--- src/rtl/bitonic_sort_sched.sv ---
// Sequential bitonic sorter: one registered compare-exchange per cycle, walked
// through every network step by a stage/distance/pair counter FSM.
module bitonic_sort_sched #(
  parameter int N    = 8,
  parameter int W    = 8,
  parameter int LOGN = $clog2(N)
) (
  input  logic           clk,
  input  logic           rst_n,
  input  logic           in_valid,
  output logic           in_ready,
  input  logic [N*W-1:0] in_data,
  input  logic           in_desc,
  output logic           out_valid,
  input  logic           out_ready,
  output logic [N*W-1:0] out_data,
  output logic           busy
);
  localparam int PW = LOGN - 1;
  localparam logic [PW-1:0]   P_LAST  = PW'(N/2 - 1);
  localparam logic [LOGN-1:0] KS_LAST = LOGN'(LOGN);

  typedef enum logic [1:0] {IDLE = 2'd0, SORT = 2'd1, DONE = 2'd2} state_t;
  state_t state, state_nx;

  logic [N-1:0][W-1:0] a;
  logic                desc;
  logic [LOGN-1:0]     ks;   // k = 2^ks
  logic [LOGN-1:0]     s;    // j = 2^s
  logic [PW-1:0]       p;
  logic                accept, last_step, up, swap;
  logic [LOGN-1:0]     pe, jv, i_idx, l_idx;
  logic [LOGN:0]       kv;
  logic [W-1:0]        ai, al;

  // Pair index: insert a zero at bit s of p to get the lower element.
  always_comb begin
    pe        = LOGN'(p);
    jv        = LOGN'(1) << s;
    i_idx     = ((pe >> s) << (s + LOGN'(1))) | (pe & (jv - LOGN'(1)));
    l_idx     = i_idx | jv;
    kv        = (LOGN+1)'(1) << ks;
    up        = (({1'b0, i_idx} & kv) == '0) ^ desc;
    ai        = a[i_idx];
    al        = a[l_idx];
    swap      = up ? (ai > al) : (ai < al);
    last_step = (p == P_LAST) && (s == '0) && (ks == KS_LAST);
  end

  always_ff @(posedge clk or negedge rst_n) begin
    if (!rst_n) state <= IDLE;
    else        state <= state_nx;
  end

  always_comb begin
    state_nx  = state;
    in_ready  = 1'b0;
    out_valid = 1'b0;
    busy      = 1'b0;
    accept    = 1'b0;
    case (state)
      IDLE: begin
        in_ready = 1'b1;
        if (in_valid) begin
          accept   = 1'b1;
          state_nx = SORT;
        end
      end
      SORT: begin
        busy = 1'b1;
        if (last_step) state_nx = DONE;
      end
      DONE: begin
        busy      = 1'b1;
        out_valid = 1'b1;
        if (out_ready) state_nx = IDLE;
      end
      default: state_nx = IDLE;
    endcase
  end

  always_ff @(posedge clk or negedge rst_n) begin
    if (!rst_n) begin
      a    <= '0;
      desc <= 1'b0;
      ks   <= '0;
      s    <= '0;
      p    <= '0;
    end else if (accept) begin
      a    <= in_data;
      desc <= in_desc;
      ks   <= LOGN'(1);
      s    <= '0;
      p    <= '0;
    end else if (state == SORT) begin
      if (swap) begin
        a[i_idx] <= al;
        a[l_idx] <= ai;
      end
      // p innermost, then j halves, then k doubles with j restarting at k/2
      if (p == P_LAST) begin
        p <= '0;
        if (s == '0) begin
          if (ks != KS_LAST) begin
            ks <= ks + LOGN'(1);
            s  <= ks;
          end
        end else begin
          s <= s - LOGN'(1);
        end
      end else begin
        p <= p + PW'(1);
      end
    end
  end

  // Array is exposed only in DONE so intermediate swaps never reach the port.
  assign out_data = (state == DONE) ? a : '0;

endmodule

--- config.mk ---
export PLATFORM = sky130hd
export DESIGN_NAME = bitonic_sort_sched
export DESIGN_NICKNAME = d
export VERILOG_FILES = /design/src/rtl/bitonic_sort_sched.sv
export SDC_FILE = /design/constraint.sdc
export NUM_CORES = 1
export LEC_CHECK = 0
export CORE_MARGIN = 2
export CORE_UTILIZATION = 52
export CTS_BUF_LIST = sky130_fd_sc_hd__clkbuf_4 sky130_fd_sc_hd__clkbuf_8
export DETAILED_ROUTE_END_ITERATION = 6
export DONT_BUFFER_PORTS = 1
export GPL_TIMING_DRIVEN = 0
export HOLD_SLACK_MARGIN = 0.02
export MAX_ROUTING_LAYER = met4
export PLACE_DENSITY_LB_ADDON = 0.2
export SYNTH_ARGS = -nofsm -noshare
export SYNTH_HDL_FRONTEND = slang
export SYNTH_SLANG_ARGS = --single-unit
--- constraint.sdc ---
create_clock -name clk -period 6.1 [get_ports clk]
set_input_delay 1.22 -clock clk [delete_from_list [all_inputs] [get_ports clk]]
set_output_delay 1.22 -clock clk [all_outputs]
set_load 0.02 [all_outputs]
==> After elaboration in Yosys (flattened, before gate mapping) <==
Cells that the tools add are included.
{ "word_totals": {"reg_bits": 75, "input_bits": 69, "output_inout_bits": 67, "wordCells": 96} }
{ "classes": {"add_sub_neg": 5, "order_cmp": 6, "eq_ne": 9, "shifts": 4, "mux": 37, "n_bitwise": 5, "n_reduce_logical": 17} }
{ "op_table": {"columns": ["operator", "n"], "rows": [
  ["2-to-1 mux 64 bit", 4],
  ["bitwise mux 64 bit", 2],
  ["binary-select mux 8 bit (select 3 bit)", 2],
  ["demux 8 bit (select 3 bit)", 2],
  ["2-to-1 mux 8 bit", 4],
  ["2-to-1 mux 3 bit", 10],
  ["2-to-1 mux 2 bit", 6],
  ["nonzero test 2 bit", 5],
  ["greater-than comparator 8 bit", 1],
  ["< comparator 3 x 4 -> 1 bit, second input constant", 2],
  ["< comparator 8 bit", 1],
  ["adder 3 x 1 -> 3 bit, second input constant", 2],
  [">= comparator 3 x 1 -> 1 bit, second input constant", 2],
  ["2-to-1 mux 1 bit", 6],
  ["inequality test 2 bit, second input constant", 3],
  ["inequality test 3 x 2 -> 1 bit, second input constant", 2],
  ["bitwise OR 3 bit", 2],
  ["case mux 2 bit (3 select lines)", 1],
  ["AND reduction 3 bit", 2],
  ["subtractor 3 x 1 -> 3 bit, second input constant", 2],
  ["AND 3 x 4 -> 4 bit", 1],
  ["equality test 2 bit, second input constant", 2],
  ["logical AND 1 bit", 4],
  ["zero test 4 bit", 1],
  ["other kinds (14)", 14]
]} }

==> Longest topological paths before layout <==
Gate-level depths: netlist (run 1).
{ "logic_depth": {"ltp_word": 13, "ltp_mapped": 22, "depth_no_buf": 18} }

==> Least setup slack after synthesis (run 1) <==
No wires, ideal clock.
{ "synth_path": {"path_type": "reg2reg", "from": "reg s[0]", "to": "reg a[56] in the netlist's numbering", "setup_time_ps": 125, "arrival_time_ps": 4990, "required_time_ps": 5975, "slack_ps": 985, "path_stages_with_launch": 21, "path_buffers": 4, "period_less_slack_ps": 5115, "cell_sequence": "dfrtp_1 > buf_2 > inv_1 > ha_1 > clkbuf_8 > nor4_4 > nand3_1 > and2_1 > clkbuf_1 > o31a_2 > a221oi_1 > ha_1 > nor2b_1 > o211ai_1 > a21oi_1 > a211oi_1 > nor3b_1 > nor4_1 > buf_6 > o31ai_4 > mux2_2"} }
{ "synth_between": {"elab_chain_cells": 13, "word_cells_on_any_way": 35, "classes_between": "2 x add/sub; 6 x order compare; 3 x shift; 14 x mux; 5 x bitwise; 5 x reduce/logical"} }
{ "synth_lines": {"columns": ["item", "line_no", "rtl"], "rows": [
  ["start: declaration", "29", "logic [LOGN-1:0] s;"],
  ["start signal: assignment", "106", "s <= ks;"],
  ["start signal: assignment", "109", "s <= s - LOGN'(1);"],
  ["parallel branches: the longest is 13 deep, another holds < comparator 8 bit", null, null],
  ["end signal: assignment", "90", "a <= in_data;"],
  ["end signal: indexed assignment", "97", "a[i_idx] <= al;"],
  ["end signal: indexed assignment", "98", "a[l_idx] <= ai;"],
  ["end: declaration", "26", "logic [N-1:0][W-1:0] a;"]
]} }
Several ways; the timed one is not identified. The select of a mux whose other input is x is not followed.
A chain may end at the register's enable or synchronous reset.

==> Worst setup path in the final report (run 1) <==
{ "layout_path": {"from": "reg s[0]", "to": "reg a[60] in the netlist's numbering"} }
Same word-level chain as after synthesis.

==> results.cfg, run 1 <==
[run_status]
outcome = finished with violations
violations = capacitance limit, slew limit

[placement]
dp.final_hpwl_um = 19000
routabilityCongestion = 1.00
io_buffers = 0
place_ws_ns = -0.577
dp_cells = 856

[sta]
slew_headroom_pct = -4.93
setup_viol = 0
slew_violations = 9
hold_ws_ns = 0.521
tightest_slew_ns = 1.56
fin_crit_sh_pct = 94.9
fin_ws_ns = 0.309
fmax_ghz = 0.173
min_period_ns = 5.79
grt_setup_unrepaired = no
finalHoldViolCount = 0
fin_skew_ns = 0.00913

[die]
row_count = 40
pin_count = 136
fp.dieH_um = 116
initial_core_util_pct = 53.6
die_w_um = 116
core_area_mm2 = 0.0121
dieArea_mm2 = 0.0134

[synth]
synth_fp_nets = 779
synth.distinct_cells = 76
synth_seq_cells = 75
syn_avg_cell_area_um2 = 9.44
synth_edf_count = 0
async_flop_share_pct = 100
ys_warn_count = 0
synth_common_cells = nor2_1, dfrtp_1, and2_1, nand2_1, mux2_2
synth_top_area_cell = dfrtp_1
mappedNetlistArea_mm2 = 0.00650
synth-main-ff-cell = dfrtp_1
synth.top_cell.area_share_pct = 28.9
yosysSeqAreaShare_pct = 28.9
synth.area.top_cells = dfrtp_1, mux2_2, a221o_1, and2_1, nor2_1
netlist_instances = 688
yosysMostFrequentCell = nor2_1

[routing]
drc = 0
first_pass_iters = 6
drtIter0Drc = 756
wl_per_cell_um = 29.5
antenna_left = 0
route.vias.total = 6346
viasPerCell = 7.12
wirelength_um = 26300

[finish]
stdcell_count = 891
nNetsFinal = 809
drive_above_1_share_pct = 22.5
num_antenna_cells = 0
syn_to_final_growth_pct = 12.6
fillCellCount = 1128

[clocking]
tritoncts = yes
clk_path_buf_depth = 2
cts.reportedPaths.clkPinSlew_ns = 0.09
cts_max_level = 3
numCtsBuffers = 9
cts.sinks = 75
cts_hold_buf = 0
cts-root-buf = clkbuf_8
clk_latency_ns = 0.38

[job]
max-cap-violations = 1

[global_routing]
grt_max_degree = 76
antenna_found_initial = 0
grt-ovfl-total = 0
grt_pass1_wl_um = 37400
grt_pass1_vias = 5971
grt_usage_pct = 39.8

[worst_setup_path]
crit_start = s[0]
slowest_stage = a31oi_2
crit_buf_inv = 6
r2r_start = s[0]
critPathLaunchType = flip-flop
critPathTopFamily = compound AO/OA/AOI/OAI gates
crit_required_ns = 6.36
cp.arrival_ns = 6.05
crit_path_end_kind = flip-flop
critPathMaxStageDelay_ns = 0.56
path_class = reg2reg
critPathMaxFanout = 10
path_cells = buf_2 > inv_1 > ha_1 > nand2b_1 > and2_1 > a31oi_1 > clkbuf_1 > a32oi_1 > a31oi_2 > inv_1 > ha_1 > nor2b_1 > o211ai_1 > a21oi_1 > a211oi_2 > nor4b_1 > nor4_2 > buf_6 > o31ai_4 > buf_12 > mux2_2

[worst_hold_path]
min-delay-start = desc
hp-class = reg2reg
## worst paths after layout
| check | slack [ns] | end | depth (start not counted) |
|---|---|---|---|
| max in group asynchronous | 5.43 | a[51] | 0 |
| max | 0.31 | a[60] | 21 |
| min | 0.52 | desc | 2 |
| min in group asynchronous | 0.53 | state[1] | 0 |
| max reg2reg | 0.31 | a[60] | 21 |
| min reg2reg | 0.52 | desc | 2 |
## flip-flops by register name, indices dropped and copies added, names as in the netlist
| register | flops |
|---|---|
| a | 64 |
| state | 2 |
| desc | 1 |
| ks | 3 |
| p | 2 |
| s | 3 |
## stage by stage
step | area, um2 | TNS (ns) | utilization [%]
floorplan | 6500 | 0 | -
global placement | 6710 | -27.16 | 55.4
detailed placement | 6710 | -31.47 | 55.4
CTS | 7040 | 0 | 58.1
global route | 7320 | 0 | 60.4
finish | 7320 | 0 | 60.4
## repair_timing
item | CTS | global route
pin swaps | 0 | 10
endpoints found under the hold margin | 0 | 0
setup buffers | 0 | 19
resized for setup | 13 | 9
endpoints found under the setup margin | 64 | 62
## worst reg2reg max path, cell delays in order (launching register included)
cell and delay (ns):
dfrtp_1 0.46, buf_2 0.23, inv_1 0.18, ha_1 0.28, nand2b_1 0.20, and2_1 0.30
a31oi_1 0.43, clkbuf_1 0.48, a32oi_1 0.24, a31oi_2 0.56, inv_1 0.10, ha_1 0.20
nor2b_1 0.10, o211ai_1 0.09, a21oi_1 0.18, a211oi_2 0.10, nor4b_1 0.41, nor4_2 0.13
buf_6 0.20, o31ai_4 0.29, buf_12 0.17, mux2_2 0.34
## final cells by class
cell class	instances	area, um2	area share (%)
Buffer	41	325	4.45
Clock buffer	12	165	2.26
Clock inverter	4	95.1	1.30
Inverter	34	128	1.74
Multi-Input combinational cell	538	4310	58.9
Sequential cell	75	1880	25.6
Tap cell	168	210	2.87
Timing Repair Buffer	19	205	2.80
## kinds of logic (layout without fill, tap and decap cells)
family          after synthesis  in the layout  synth area share (%)
buf+inv                      75            110                  6.93
flops                        75             75                  28.9
mux                          88             88                  16.6
simple gates                261            261                  20.3
fa+ha+maj                    22             22                  4.24
compound gates              162            162                  22.4
xor+xnor                      5              5                 0.674
## cell usage in the layout (no fill, tap or decap), types with 4 or more instances in the layout
cell,Yosys,final
a21oi_1,17,15
a221o_1,40,40
a221oi_1,8,7
a222oi_1,6,6
a22o_1,9,9
a32o_1,4,4
and2_1,56,56
and3_1,4,4
buf_12,0,5
buf_2,6,6
buf_4,1,15
buf_6,5,5
clkbuf_1,16,14
clkbuf_8,12,24
dfrtp_1,75,75
ha_1,22,22
inv_1,34,34
mux2_2,51,51
mux2i_1,24,24
mux4_1,4,4
mux4_2,4,4
nand2_1,54,53
nand2b_1,4,4
nand3_1,15,15
nand4_1,4,4
nor2_1,78,78
nor2b_1,6,6
nor3_1,17,16
o211ai_1,5,5
o21ai_0,11,11
o21ai_4,7,7
o221ai_1,11,11
o22ai_1,4,4
or3_1,5,5
## per-layer routing
layer  routed length, um  global-route usage [%]  vias up
li1                    -                       -     2659
met1               10700                    53.2     3136
met2               11700                    59.2      462
met3                2900                    8.32       89
met4                 989                    15.8        0
met5                   0                       -        -
Power of run 1 is left out: the tool's default activity adds up to more than one toggle a clock period on the data nets, which glitch-free logic cannot reach.
==> run 2, diff against run 1 <==
Clock period 6.1 ns to 5.8 ns, I/O delays scaled along.
==> results.cfg, run 2 (same netlist as run 1, synthesis figures left out) <==
[run_status]
outcome = completed

[routing]
drtIter0Drc = 818
first_pass_iters = 5
route.vias.total = 6315
drc = 0
antenna_left = 0
viasPerCell = 7.05
wirelength_um = 26500
wl_per_cell_um = 29.6

[sta]
finalHoldViolCount = 0
fin_skew_ns = 0.0104
slew_headroom_pct = 19.4
fin_ws_ns = 0.173
fmax_ghz = 0.178
fin_crit_sh_pct = 97.0
setup-tns-final_ns = 0
min_period_ns = 5.63
slew_violations = 0
tightest_slew_ns = 1.20
setup_viol = 0

[placement]
routabilityCongestion = 1.00
place_ws_ns = -0.877
io_buffers = 0
dp_cells = 856
dp.final_hpwl_um = 19000

[finish]
largest_register = a
stdcell_count = 896
num_antenna_cells = 0
mostFrequentLayoutCell = nor2_1
final_cell_mix = nor2_1, dfrtp_1, and2_1
syn_to_final_growth_pct = 13.5
drive_above_1_share_pct = 23.9
largest_reg_flops = 64
nNetsFinal = 814
top_regs = a: 64 flops, ks: 3 flops, s: 3 flops

[clocking]
cts_max_level = 3
clk_latency_ns = 0.38
cts_hold_buf = 0
cts-root-buf = clkbuf_8
cts.sinks = 75
numCtsBuffers = 9
clk_path_buf_depth = 2
tritoncts = yes
cts.reportedPaths.clkPinSlew_ns = 0.09

[worst_setup_path]
r2r_start = s[0]
crit_path_end_kind = flip-flop
critPathTopFamily = multiplexers
crit_buf_inv = 7
reg2reg_to = a[60]
path_class = reg2reg
crit_required_ns = 6.06
slowest_stage = a311oi_4
critPathLaunchType = flip-flop
critPathMaxFanout = 10
worst-r2r-cell-count = 20
cp.arrival_ns = 5.89
r2r_slack_ns = 0.17
critPathMaxStageDelay_ns = 0.61
path_cells = clkbuf_4 > inv_1 > ha_1 > clkbuf_8 > nor4_4 > a311oi_4 > buf_4 > mux4_2 > mux2i_2 > ha_1 > nand4_1 > a21oi_1 > a211oi_2 > buf_4 > nor4b_2 > nor4_4 > buf_6 > o31ai_4 > buf_12 > mux2_2

[die]
fp.dieH_um = 116
core_area_mm2 = 0.0121
row_count = 40
die_w_um = 116
dieArea_mm2 = 0.0134
initial_core_util_pct = 53.6
pin_count = 136

[worst_hold_path]
hp-class = in2async

[global_routing]
grt_pass1_wl_um = 38000
grt_usage_pct = 40.5
grt-ovfl-total = 0
grt_pass1_vias = 6081
grt_max_degree = 76
antenna_found_initial = 0

[job]
max-cap-violations = 0
run 2: worst register-to-register path, stage by stage (launching register included):
cell and delay, ns:
dfrtp_2 0.44, clkbuf_4 0.23, inv_1 0.13, ha_1 0.31, clkbuf_8 0.16, nor4_4 0.07
a311oi_4 0.61, buf_4 0.24, mux4_2 0.51, mux2i_2 0.49, ha_1 0.29, nand4_1 0.16
a21oi_1 0.19, a211oi_2 0.05, buf_4 0.16, nor4b_2 0.37, nor4_4 0.10, buf_6 0.19
o31ai_4 0.29, buf_12 0.17, mux2_2 0.34
run 2: worst max path at each step:
stage	endpoint	from	slack [ns]	cells past startpoint
6_report	a[60]	s[0]	0.17	20
5_1_grt	a[60]	s[0]	-0.01	22
4_1_cts	a[60]	s[0]	0.01	21
3_5_place_dp	a[9]	s[0]	-0.88	20
3_3_place_gp	a[9]	s[0]	-0.81	20
2_1_floorplan	a[56]	s[0]	0.69	20
run 2: final cells by class:
| cell class | instances | area, um2 |
|---|---|---|
| inverter | 34 | 128 |
| multi-input combinational | 538 | 4340 |
| tap | 168 | 210 |
| sequential | 75 | 1880 |
| clock inverter | 4 | 95.1 |
| buffer | 41 | 329 |
| clock buffer | 12 | 165 |
| timing repair buffer | 24 | 230 |
| fill | 1125 | 4740 |
run 2: timing repair:
action                     CTS  global route
setup endpoints to repair   64            64
gates resized for setup     18            13
pin swaps                    8             5
buffers inserted            14             9
run 2: routing by layer:
metal | vias up | wire (um) | GRT usage [%] | share of wire [%]
li1 | 2657 | - | - | -
met1 | 3125 | 10600 | 54.0 | 40
met2 | 463 | 11900 | 60.3 | 45
met3 | 70 | 3030 | 8.94 | 11
met4 | 0 | 901 | 15.6 | 3.4
met5 | - | 0 | - | 0
run 2: stage by stage:
| stage | hold WS (ns) | area, um2 | util (%) |
|---|---|---|---|
| final | 0.470 | 7380 | 60.9 |
| after global placement | 0.488 | 6710 | 55.4 |
| after global routing | 0.461 | 7380 | 60.9 |
| after detailed placement | 0.508 | 6710 | 55.4 |
| after floorplan | 0.469 | 6500 | - |
| after CTS | 0.457 | 7230 | 59.7 |
Power of run 2 is left out for the same reason.
